--- src/rtl/seg7_pkg.sv ---
// Shared constants for the 7-segment scan driver: hex decode table, segment
// bit positions, scan phase encoding and the output polarity helper.
package seg7_pkg;

    localparam int SEG_A = 6;
    localparam int SEG_B = 5;
    localparam int SEG_C = 4;
    localparam int SEG_D = 3;
    localparam int SEG_E = 2;
    localparam int SEG_F = 1;
    localparam int SEG_G = 0;

    // Active-high a..g patterns for hex digits 0..F
    localparam logic [6:0] HEX7_TABLE [16] = '{
        7'h7E, 7'h30, 7'h6D, 7'h79, 7'h33, 7'h5B, 7'h5F, 7'h70,
        7'h7F, 7'h7B, 7'h77, 7'h1F, 7'h4E, 7'h3D, 7'h4F, 7'h47
    };

    typedef enum logic [1:0] {
        PH_BLANK = 2'd0,
        PH_SHOW  = 2'd1,
        PH_DARK  = 2'd2
    } phase_t;

    function automatic logic [6:0] apply_polarity(input logic [6:0] pattern,
                                                  input bit active_low);
        return active_low ? ~pattern : pattern;
    endfunction

endpackage

--- src/rtl/seg7_scan_driver_if.sv ---
// Load/ack bus between the datapath and the 7-segment scan driver.
interface seg7_scan_driver_if #(
    parameter int N_DIGITS = 4
) ();
    logic                    load;
    logic [4*N_DIGITS-1:0]   data;
    logic [N_DIGITS-1:0]     blank_mask;
    logic                    lzs;
    logic                    load_ack;
    logic                    pending;

    modport master (
        output load, data, blank_mask, lzs,
        input  load_ack, pending
    );

    modport slave (
        input  load, data, blank_mask, lzs,
        output load_ack, pending
    );
endinterface

--- src/rtl/hex7_decode.sv ---
// Combinational nibble to active-high a..g segment pattern.
module hex7_decode
    import seg7_pkg::*;
(
    input  logic [3:0] nibble,
    output logic [6:0] pattern
);
    assign pattern = HEX7_TABLE[nibble];
endmodule

--- src/rtl/seg7_scan_driver.sv ---
// N-digit multiplexed 7-segment driver: frame-synchronous display updates,
// inter-digit blanking gap, per-digit masking and leading-zero suppression.
module seg7_scan_driver
    import seg7_pkg::*;
#(
    parameter int N_DIGITS       = 4,
    parameter int SLOT_CYC       = 50000,
    parameter int BLANK_CYC      = 500,
    parameter bit SEG_ACTIVE_LOW = 1'b1,
    parameter bit DIG_ACTIVE_LOW = 1'b1
) (
    input  logic                clk,
    input  logic                rst,
    seg7_scan_driver_if.slave   bus,
    output logic [6:0]          seg,
    output logic [N_DIGITS-1:0] dig_en,
    output phase_t              phase
);
    localparam int CW = (SLOT_CYC > 1) ? $clog2(SLOT_CYC) : 1;
    localparam int IW = (N_DIGITS > 1) ? $clog2(N_DIGITS) : 1;
    localparam logic [CW-1:0] CNT_LAST = CW'(SLOT_CYC - 1);
    localparam logic [IW-1:0] IDX_LAST = IW'(N_DIGITS - 1);
    localparam logic [6:0] SEG_OFF = apply_polarity(7'h00, SEG_ACTIVE_LOW);
    localparam logic [N_DIGITS-1:0] DIG_OFF = DIG_ACTIVE_LOW ? '1 : '0;

    logic [CW-1:0]           cnt;
    logic [IW-1:0]           idx;
    logic                    frame_end;

    logic [4*N_DIGITS-1:0]   shadow_data, disp_data;
    logic [N_DIGITS-1:0]     shadow_mask, disp_mask;
    logic                    shadow_lzs, disp_lzs;
    logic                    pending_q, ack_q;

    logic [3:0]              nibble;
    logic [6:0]              pattern;
    logic [N_DIGITS-1:0]     supp;
    logic                    all_zero;
    logic                    dark;
    logic [N_DIGITS-1:0]     onehot;

    phase_t                  phase_d;
    logic [6:0]              seg_d;
    logic [N_DIGITS-1:0]     dig_d;

    assign frame_end = (cnt == CNT_LAST) && (idx == IDX_LAST);

    always_ff @(posedge clk) begin
        if (rst) begin
            cnt <= '0;
            idx <= '0;
        end else if (cnt == CNT_LAST) begin
            cnt <= '0;
            idx <= (idx == IDX_LAST) ? '0 : idx + 1'b1;
        end else begin
            cnt <= cnt + 1'b1;
        end
    end

    // Handshake: load is a one-cycle strobe with no backpressure; the word is
    // always accepted into the shadow (latest wins) and pending stays high until
    // the next frame_end copies it to the display, which pulses load_ack once
    // in the following cycle. A load on frame_end itself goes straight through.
    always_ff @(posedge clk) begin
        if (rst) begin
            shadow_data <= '0;
            shadow_mask <= '0;
            shadow_lzs  <= 1'b0;
            disp_data   <= '0;
            disp_mask   <= '0;
            disp_lzs    <= 1'b0;
            pending_q   <= 1'b0;
            ack_q       <= 1'b0;
        end else begin
            ack_q <= 1'b0;
            if (bus.load) begin
                shadow_data <= bus.data;
                shadow_mask <= bus.blank_mask;
                shadow_lzs  <= bus.lzs;
            end
            if (frame_end && bus.load) begin
                disp_data <= bus.data;
                disp_mask <= bus.blank_mask;
                disp_lzs  <= bus.lzs;
                pending_q <= 1'b0;
                ack_q     <= 1'b1;
            end else if (frame_end && pending_q) begin
                disp_data <= shadow_data;
                disp_mask <= shadow_mask;
                disp_lzs  <= shadow_lzs;
                pending_q <= 1'b0;
                ack_q     <= 1'b1;
            end else if (bus.load) begin
                pending_q <= 1'b1;
            end
        end
    end

    assign bus.load_ack = ack_q;
    assign bus.pending  = pending_q;

    assign nibble = disp_data[{idx, 2'b00} +: 4];

    hex7_decode u_decode (
        .nibble  (nibble),
        .pattern (pattern)
    );

    // A digit above 0 is suppressed when it and every digit above it are zero
    always_comb begin
        all_zero = 1'b1;
        supp     = '0;
        for (int i = N_DIGITS - 1; i >= 0; i--) begin
            all_zero = all_zero && (disp_data[4*i +: 4] == 4'h0);
            supp[i]  = disp_lzs && all_zero && (i != 0);
        end
    end

    assign dark   = disp_mask[idx] || supp[idx];
    assign onehot = N_DIGITS'(1) << idx;

    always_comb begin
        phase_d = PH_SHOW;
        seg_d   = SEG_OFF;
        dig_d   = DIG_OFF;
        if (int'(cnt) < BLANK_CYC) begin
            phase_d = PH_BLANK;
        end else if (dark) begin
            phase_d = PH_DARK;
        end else begin
            seg_d = apply_polarity(pattern, SEG_ACTIVE_LOW);
            dig_d = DIG_ACTIVE_LOW ? ~onehot : onehot;
        end
    end

    always_ff @(posedge clk) begin
        if (rst) begin
            phase  <= PH_BLANK;
            seg    <= SEG_OFF;
            dig_en <= DIG_OFF;
        end else begin
            phase  <= phase_d;
            seg    <= seg_d;
            dig_en <= dig_d;
        end
    end

endmodule

--- src/flat_wrapper.sv ---
// flat-port wrapper written by rule: the top's interface ports become plain ports
module seg7_scan_driver_flat import seg7_pkg::*;
#(
    parameter int N_DIGITS       = 4,
    parameter int SLOT_CYC       = 50000,
    parameter int BLANK_CYC      = 500,
    parameter bit SEG_ACTIVE_LOW = 1'b1,
    parameter bit DIG_ACTIVE_LOW = 1'b1
)
  (clk, rst, seg, dig_en, phase, bus_load, bus_data, bus_blank_mask, bus_lzs, bus_load_ack, bus_pending);
  seg7_scan_driver_if #(.N_DIGITS(N_DIGITS)) bus_i ();
  input  logic clk;
  input  logic rst;
  output logic [6:0] seg;
  output logic [N_DIGITS-1:0] dig_en;
  output phase_t phase;
  input wire logic [$bits(bus_i.load)-1:0] bus_load;
  input wire logic [$bits(bus_i.data)-1:0] bus_data;
  input wire logic [$bits(bus_i.blank_mask)-1:0] bus_blank_mask;
  input wire logic [$bits(bus_i.lzs)-1:0] bus_lzs;
  output wire logic [$bits(bus_i.load_ack)-1:0] bus_load_ack;
  output wire logic [$bits(bus_i.pending)-1:0] bus_pending;
  assign bus_i.load = bus_load;
  assign bus_i.data = bus_data;
  assign bus_i.blank_mask = bus_blank_mask;
  assign bus_i.lzs = bus_lzs;
  assign bus_load_ack = bus_i.load_ack;
  assign bus_pending = bus_i.pending;
  seg7_scan_driver #(.N_DIGITS(N_DIGITS), .SLOT_CYC(SLOT_CYC), .BLANK_CYC(BLANK_CYC), .SEG_ACTIVE_LOW(SEG_ACTIVE_LOW), .DIG_ACTIVE_LOW(DIG_ACTIVE_LOW)) u_core (.clk(clk), .rst(rst), .bus(bus_i), .seg(seg), .dig_en(dig_en), .phase(phase));
endmodule
--- config.mk ---
export PLATFORM = sky130hd
export DESIGN_NAME = seg7_scan_driver_flat
export DESIGN_NICKNAME = d
export VERILOG_FILES = /design/src/rtl/seg7_pkg.sv /design/src/rtl/seg7_scan_driver_if.sv /design/src/rtl/hex7_decode.sv /design/src/rtl/seg7_scan_driver.sv /design/src/flat_wrapper.sv
export SDC_FILE = /design/constraint.sdc
export NUM_CORES = 1
export LEC_CHECK = 0
export BUFFER_PORTS_ARGS = -buffer_cell sky130_fd_sc_hd__buf_2
export CORE_UTILIZATION = 54
export CTS_BUF_LIST = sky130_fd_sc_hd__clkbuf_8
export DETAILED_ROUTE_END_ITERATION = 16
export GPL_TIMING_DRIVEN = 1
export MAX_ROUTING_LAYER = met4
export PLACE_DENSITY = 0.78
export SYNTH_ARGS = -nofsm -noshare
export SYNTH_HDL_FRONTEND = slang
export SYNTH_SLANG_ARGS = --single-unit
--- constraint.sdc ---
create_clock -name clk -period 2.2 [get_ports clk]
set_input_delay 0.22 -clock clk [delete_from_list [all_inputs] [get_ports clk]]
set_output_delay 0.22 -clock clk [all_outputs]
set_load 0.005 [all_outputs]
# Word level (Yosys, flattened, before mapping)
# Memories as Yosys holds them, arrays and structs flattened.
# Cells that the tools add are included.
dict set report totals {
  n_memories 1
  input_bits 24
  out_inout_bits 15
  register_bits 75
  mem_bits_ro 112
}
# name words width read_ports rd_clocked_by_memory_dff wr line_no
set mem_list {}
lappend mem_list {{(no name shown)} 16 7 1 0 0 hex7_decode.sv:8} ;# assign pattern = HEX7_TABLE[nibble];
dict set report classes {
  magnitude_cmp 3
  n_mux 16
  addsub 2
  eq_ne 2
  reduce_logical 17
  shifts 2
  bitwise 3
}
# operator n
set op_table {}
lappend op_table {{$mux 16} 2}
lappend op_table {{$add 16x1->16 const B} 1}
lappend op_table {{$eq 16x16->1 const B} 1}
lappend op_table {{$lt 16x9->1 const B} 1}
lappend op_table {{$shiftx 16x5->4} 1}
lappend op_table {{$mux 7} 2}
lappend op_table {{$logic_not 4->1} 3}
lappend op_table {{$logic_and 1x1->1} 8}
lappend op_table {{$mux 4} 2}
lappend op_table {{$not 7->7} 1}
lappend op_table {{$mux 1} 6}
lappend op_table {{$reduce_or 3->1} 2}
lappend op_table {{$ge 5x5->1 const B} 1}
lappend op_table {{$not 4->5} 1}
lappend op_table {{$bmux 1 s2} 2}
lappend op_table {{$mux 2} 2}
lappend op_table {{$not 4->4} 1}
lappend op_table {{$reduce_or 2->1} 2}
lappend op_table {{$shl 1x2->4 const A} 1}
lappend op_table {{$lt 2x3->1 const B} 1}
lappend op_table {{$add 2x1->2 const B} 1}
lappend op_table {{$eq 2x2->1 const B} 1}
lappend op_table {{$reduce_bool 2->1} 1}
lappend op_table {{$logic_or 1x1->1} 1}

# Longest topological paths before layout
dict set report depth {
  word_depth 8
  depth_mapped 8
  depth_no_buf 7
}

# Hierarchy
# Synthesis repeated with hierarchy kept, for this count alone.
dict set report hier_totals {
  hier_cells 329
  hier_area_um2 3348.2
}
# mod cells_each seq_area_each_um2 n_inst area_per_inst_um2
set modules_own_cells {}
lappend modules_own_cells {seg7_scan_driver 296 1501.4 1 3060.4}
lappend modules_own_cells {hex7_decode 33 0.0 1 287.8}

# Least setup slack after synthesis
# OpenSTA, ideal clock, no wires.
dict set report synth_path {
  path_kind {register to register}
  startpoint {reg u_core.cnt[4]}
  endpoint {reg u_core.disp_data[10]}
  path_slack_ns 0.036
  stages_incl_launch_ff 7
  path_buffers 2
  setup_ns 0.070
  arrival_ns 2.094
  path_cell_list {dfxtp_1 -> or4b_4 -> or4_4 -> buf_6 -> buf_6 -> or3_1 -> a21oi_1}
}
dict set report synth_between {
  elab_chain_len 4
}
# element line_no
set synth_lines {}
lappend synth_lines {{start: declaration} seg7_scan_driver.sv:26} ;# logic [CW-1:0] cnt;
lappend synth_lines {{start signal: assignment} seg7_scan_driver.sv:56} ;# cnt <= cnt + 1'b1;
lappend synth_lines {{$eq 16x16->1 (*)} seg7_scan_driver.sv:46} ;# assign frame_end = (cnt == CNT_LAST) && (idx == IDX_LAST);
lappend synth_lines {{$logic_and 1x1->1 (*)} seg7_scan_driver.sv:46}
lappend synth_lines {{$logic_and 1x1->1, on equally long branches} {seg7_scan_driver.sv:81, seg7_scan_driver.sv:87}}
lappend synth_lines {{$mux 16 or $reduce_bool 2->1 (tied branches)} --}
lappend synth_lines {{end signal: assignment} seg7_scan_driver.sv:82} ;# disp_data <= bus.data;
lappend synth_lines {{end signal: assignment} seg7_scan_driver.sv:88} ;# disp_data <= shadow_data;
lappend synth_lines {{end: declaration} seg7_scan_driver.sv:30} ;# logic [4*N_DIGITS-1:0] shadow_data, disp_data;
# Every way passes the cells marked *; elsewhere a longest branch is shown, timed or not.
# A chain may end at the register's enable or synchronous reset.

# Worst setup path after layout
dict set report layout_path {
  startpoint {reg u_core.cnt[10]}
  endpoint {reg u_core.disp_data[15]}
}
# The elaborated chain is that of the path after synthesis.

==> results_dict.tcl <==
set metrics [dict create \
    die_w_um 79.78 \
    worstPathMaxFanout 11 \
    cap_violations 0 \
    skew_ns 0.009938 \
    synth.area.top_cells "dfxtp_1 46%, mux2i_1 7.0%, a21oi_1 4.3%, ha_1 4.2%, nor2_1 4.0%" \
    vias 2648 \
    drv_slew 0 \
    synth_edf_count 0 \
    cts.sinks 75 \
    startpoint_type "register" \
    ys.flop_type "dfxtp_1" \
    finalSetupTns_ns 0 \
    die_area_sq_um 6365 \
    clkLatencyLatePin_ns 0.35 \
    synth_top_area_share_pct 45.96 \
    firstDrtPassIters 4 \
    outcome "complete, no violations" \
    yosysUniqueCellTypes 41 \
    synth_nets 383 \
    grt_pass1_wl_mm 11.25 \
    start_util_pct 57.56 \
    critPathBufInv 0 \
    cp.arrival_ns 2.47 \
    cts_tree "done" \
    crit_required_ns 2.47 \
    postCtsHoldBufs 0 \
    synthTopCellsByCount "75 x dfxtp_1, 35 x nor2_1, 28 x a21oi_1" \
    nFillCells 442 \
    power_uw 2819 \
    synth.cell_area_sq_um 3267 \
    path_clk_slew_ns 0.08 \
    grtUsageTotal_pct 23.92 \
    yosysTopAreaCell "dfxtp_1" \
    slowest_stage "or4_4" \
    syn_area_per_cell_sq_um 9.388 \
    regArea_sq_um 1504 \
    overflow 0 \
    drtIter0Drc 177 \
    crit_path_end_kind "register" \
    fin_cells 464 \
    wl_per_cell_um 14.66 \
    cts_made_buffers 9 \
    min_period_ns 2.194 \
    reg2regPathDepth 4 \
    port_buffers 38 \
    min_path_type "in -> reg" \
    syn2layout_area_growth_pct 17.43 \
    crit_path_frequent_cell "or4_4" \
    post_drt_via_cell_ratio 5.707 \
    synth_seq_cells 75 \
    final_core_util_pct 67.59 \
    vdd_drop_max_mv 0.5409 \
    ant_nets 0 \
    cts_setup_buffers 0 \
    ys_async_sr_fraction_pct 0 \
    crit_chain "or4_4 > or4_4 > or3_1 > a21oi_1" \
    whs_path_depth 2 \
    antenna_found_initial 0 \
    row_count 27 \
    synth-seq-area-share_pct 45.96 \
    p_leak_uw 0.001471 \
    dp_hpwl_mm 4.163 \
    htree_levels 3 \
    worstMarginPinSlew_ns 0.4466 \
    min_period_over_period_pct 99.75 \
    cp_top_family "simple AND/OR/NAND/NOR gates" \
    path_class "reg -> reg" \
    yosys_warnings 0 \
    root_buffer "clkbuf_8" \
    relSlewSlack_pct 69.95 \
    core_area_sq_um 5675 \
    drcViolationCount 0 \
    syn_inst 348 \
    power.density_nw_per_um2 734.7 \
    grt_pass1_vias 2409 \
    io_pins 39 \
    wirelength_mm 6.804 \
    max_freq_ghz 0.4557 \
    yosysMostFrequentCell "dfxtp_1" \
    multi_input_area_sq_um 1637 \
    gp_congestion 0.8239 \
    nNetsFinal 423 \
    drive_above_1_share_pct 21.94 \
    setup_violations 0 \
    clockBufferDepth 2 \
    grt_max_degree 47 \
    path_depth 4 \
    dp.cells 446 \
    antennaDiodeCount 0 \
    die_h_um 79.78 \
    final_hold_viol_count 0 \
    cp_slowest_stage_delay_ns 0.62 \
]
cell usage in the layout (no fill, tap or decap), drive strengths merged, types with 3 or more instances in the layout:
| cell type | n |
|---|---|
| nand2b | 3 |
| ha | 11 |
| nand4 | 7 |
| or4 | 5 |
| clkbuf | 11 |
| mux2i | 23 |
| xnor2 | 3 |
| nor2 | 35 |
| o21ai | 25 |
| mux4 | 5 |
| buf | 54 |
| xor2 | 10 |
| nor4 | 6 |
| nand3 | 20 |
| mux2 | 3 |
| a21oi | 28 |
| nand2 | 10 |
| and4 | 3 |
| inv | 9 |
| bufinv | 3 |
| or3 | 21 |
| dfxtp | 75 |
stage by stage:
stage / setup slack [ns] / cell area, sq um / hold WS [ns]
after floorplan: 0.03578 / 3267 / 0.3583
after global placement: 0.04696 / 3547 / 0.4383
after detailed placement: -0.01228 / 3547 / 0.4454
after CTS: 0.006347 / 3807 / 0.07261
after global routing: -0.009767 / 3836 / 0.09270
final: 0.005592 / 3836 / 0.08988
cell families after synthesis:
group	after synthesis	share of synthesized area, %
adder cells (fa/ha/maj)	11	4.213
flip-flops	75	45.96
multiplexers	31	11.53
AO/OA/AOI/OAI	64	10.80
AND/OR/NAND/NOR	117	18.92
XOR/XNOR	13	3.485
buffers and inverters	37	5.093
power breakdown:
part           leakage [uW]  switching, uW  internal, uW
clock              0.000122            503           809
sequential         0.000611           11.3          1380
combinational      0.000739           60.9          49.3
worst paths after layout:
kind	start	end	slack, ns
setup / recovery	u_core.cnt[10]$_SDFF_PP0_	u_core.disp_data[15]$_SDFFE_PP0P_	0.006
hold / removal	rst	u_core.phase[1]$_SDFF_PP0_	0.09
setup reg to reg	u_core.cnt[10]$_SDFF_PP0_	u_core.disp_data[15]$_SDFFE_PP0P_	0.006
hold reg to reg	u_core.cnt[0]$_SDFF_PP0_	u_core.cnt[0]$_SDFF_PP0_	0.46
state kept, by name (all words and copies together), names as in the netlist:
register,count
u_core.phase,2
u_core.seg,7
u_core.disp_lzs,1
u_core.shadow_mask,4
u_core.bus.pending,1
u_core.disp_data,16
u_core.shadow_lzs,1
u_core.cnt,16
u_core.disp_mask,4
u_core.dig_en,4
u_core.shadow_data,16
u_core.bus.load_ack,1
u_core.idx,2
timing repair:
item | 4_1_cts | 5_1_grt
endpoints found under the setup margin | 18 | 24
endpoints found under the hold margin | 0 | 0
pin swaps | 0 | 2
gates cloned | 1 | 2
resized for setup | 1 | 5
routing by layer:
| metal | GRT usage, % | part of all wire, % |
|---|---|---|
| met5 | - | 0 |
| met3 | 6.514 | 4.8 |
| met4 | 11.07 | 1.9 |
| met1 | 28.89 | 46 |
| met2 | 37.18 | 47 |
area by class of cell:
class                      count  area share, %
clock buffer                  11          3.947
clock inverter                 4          2.544
inverter                       9         0.8806
multi-input combinational    239          42.66
sequential                    75          39.20
tap                           72          2.348
timing repair buffer          54          8.415
Note: power is estimated with default switching activity, not from simulation.
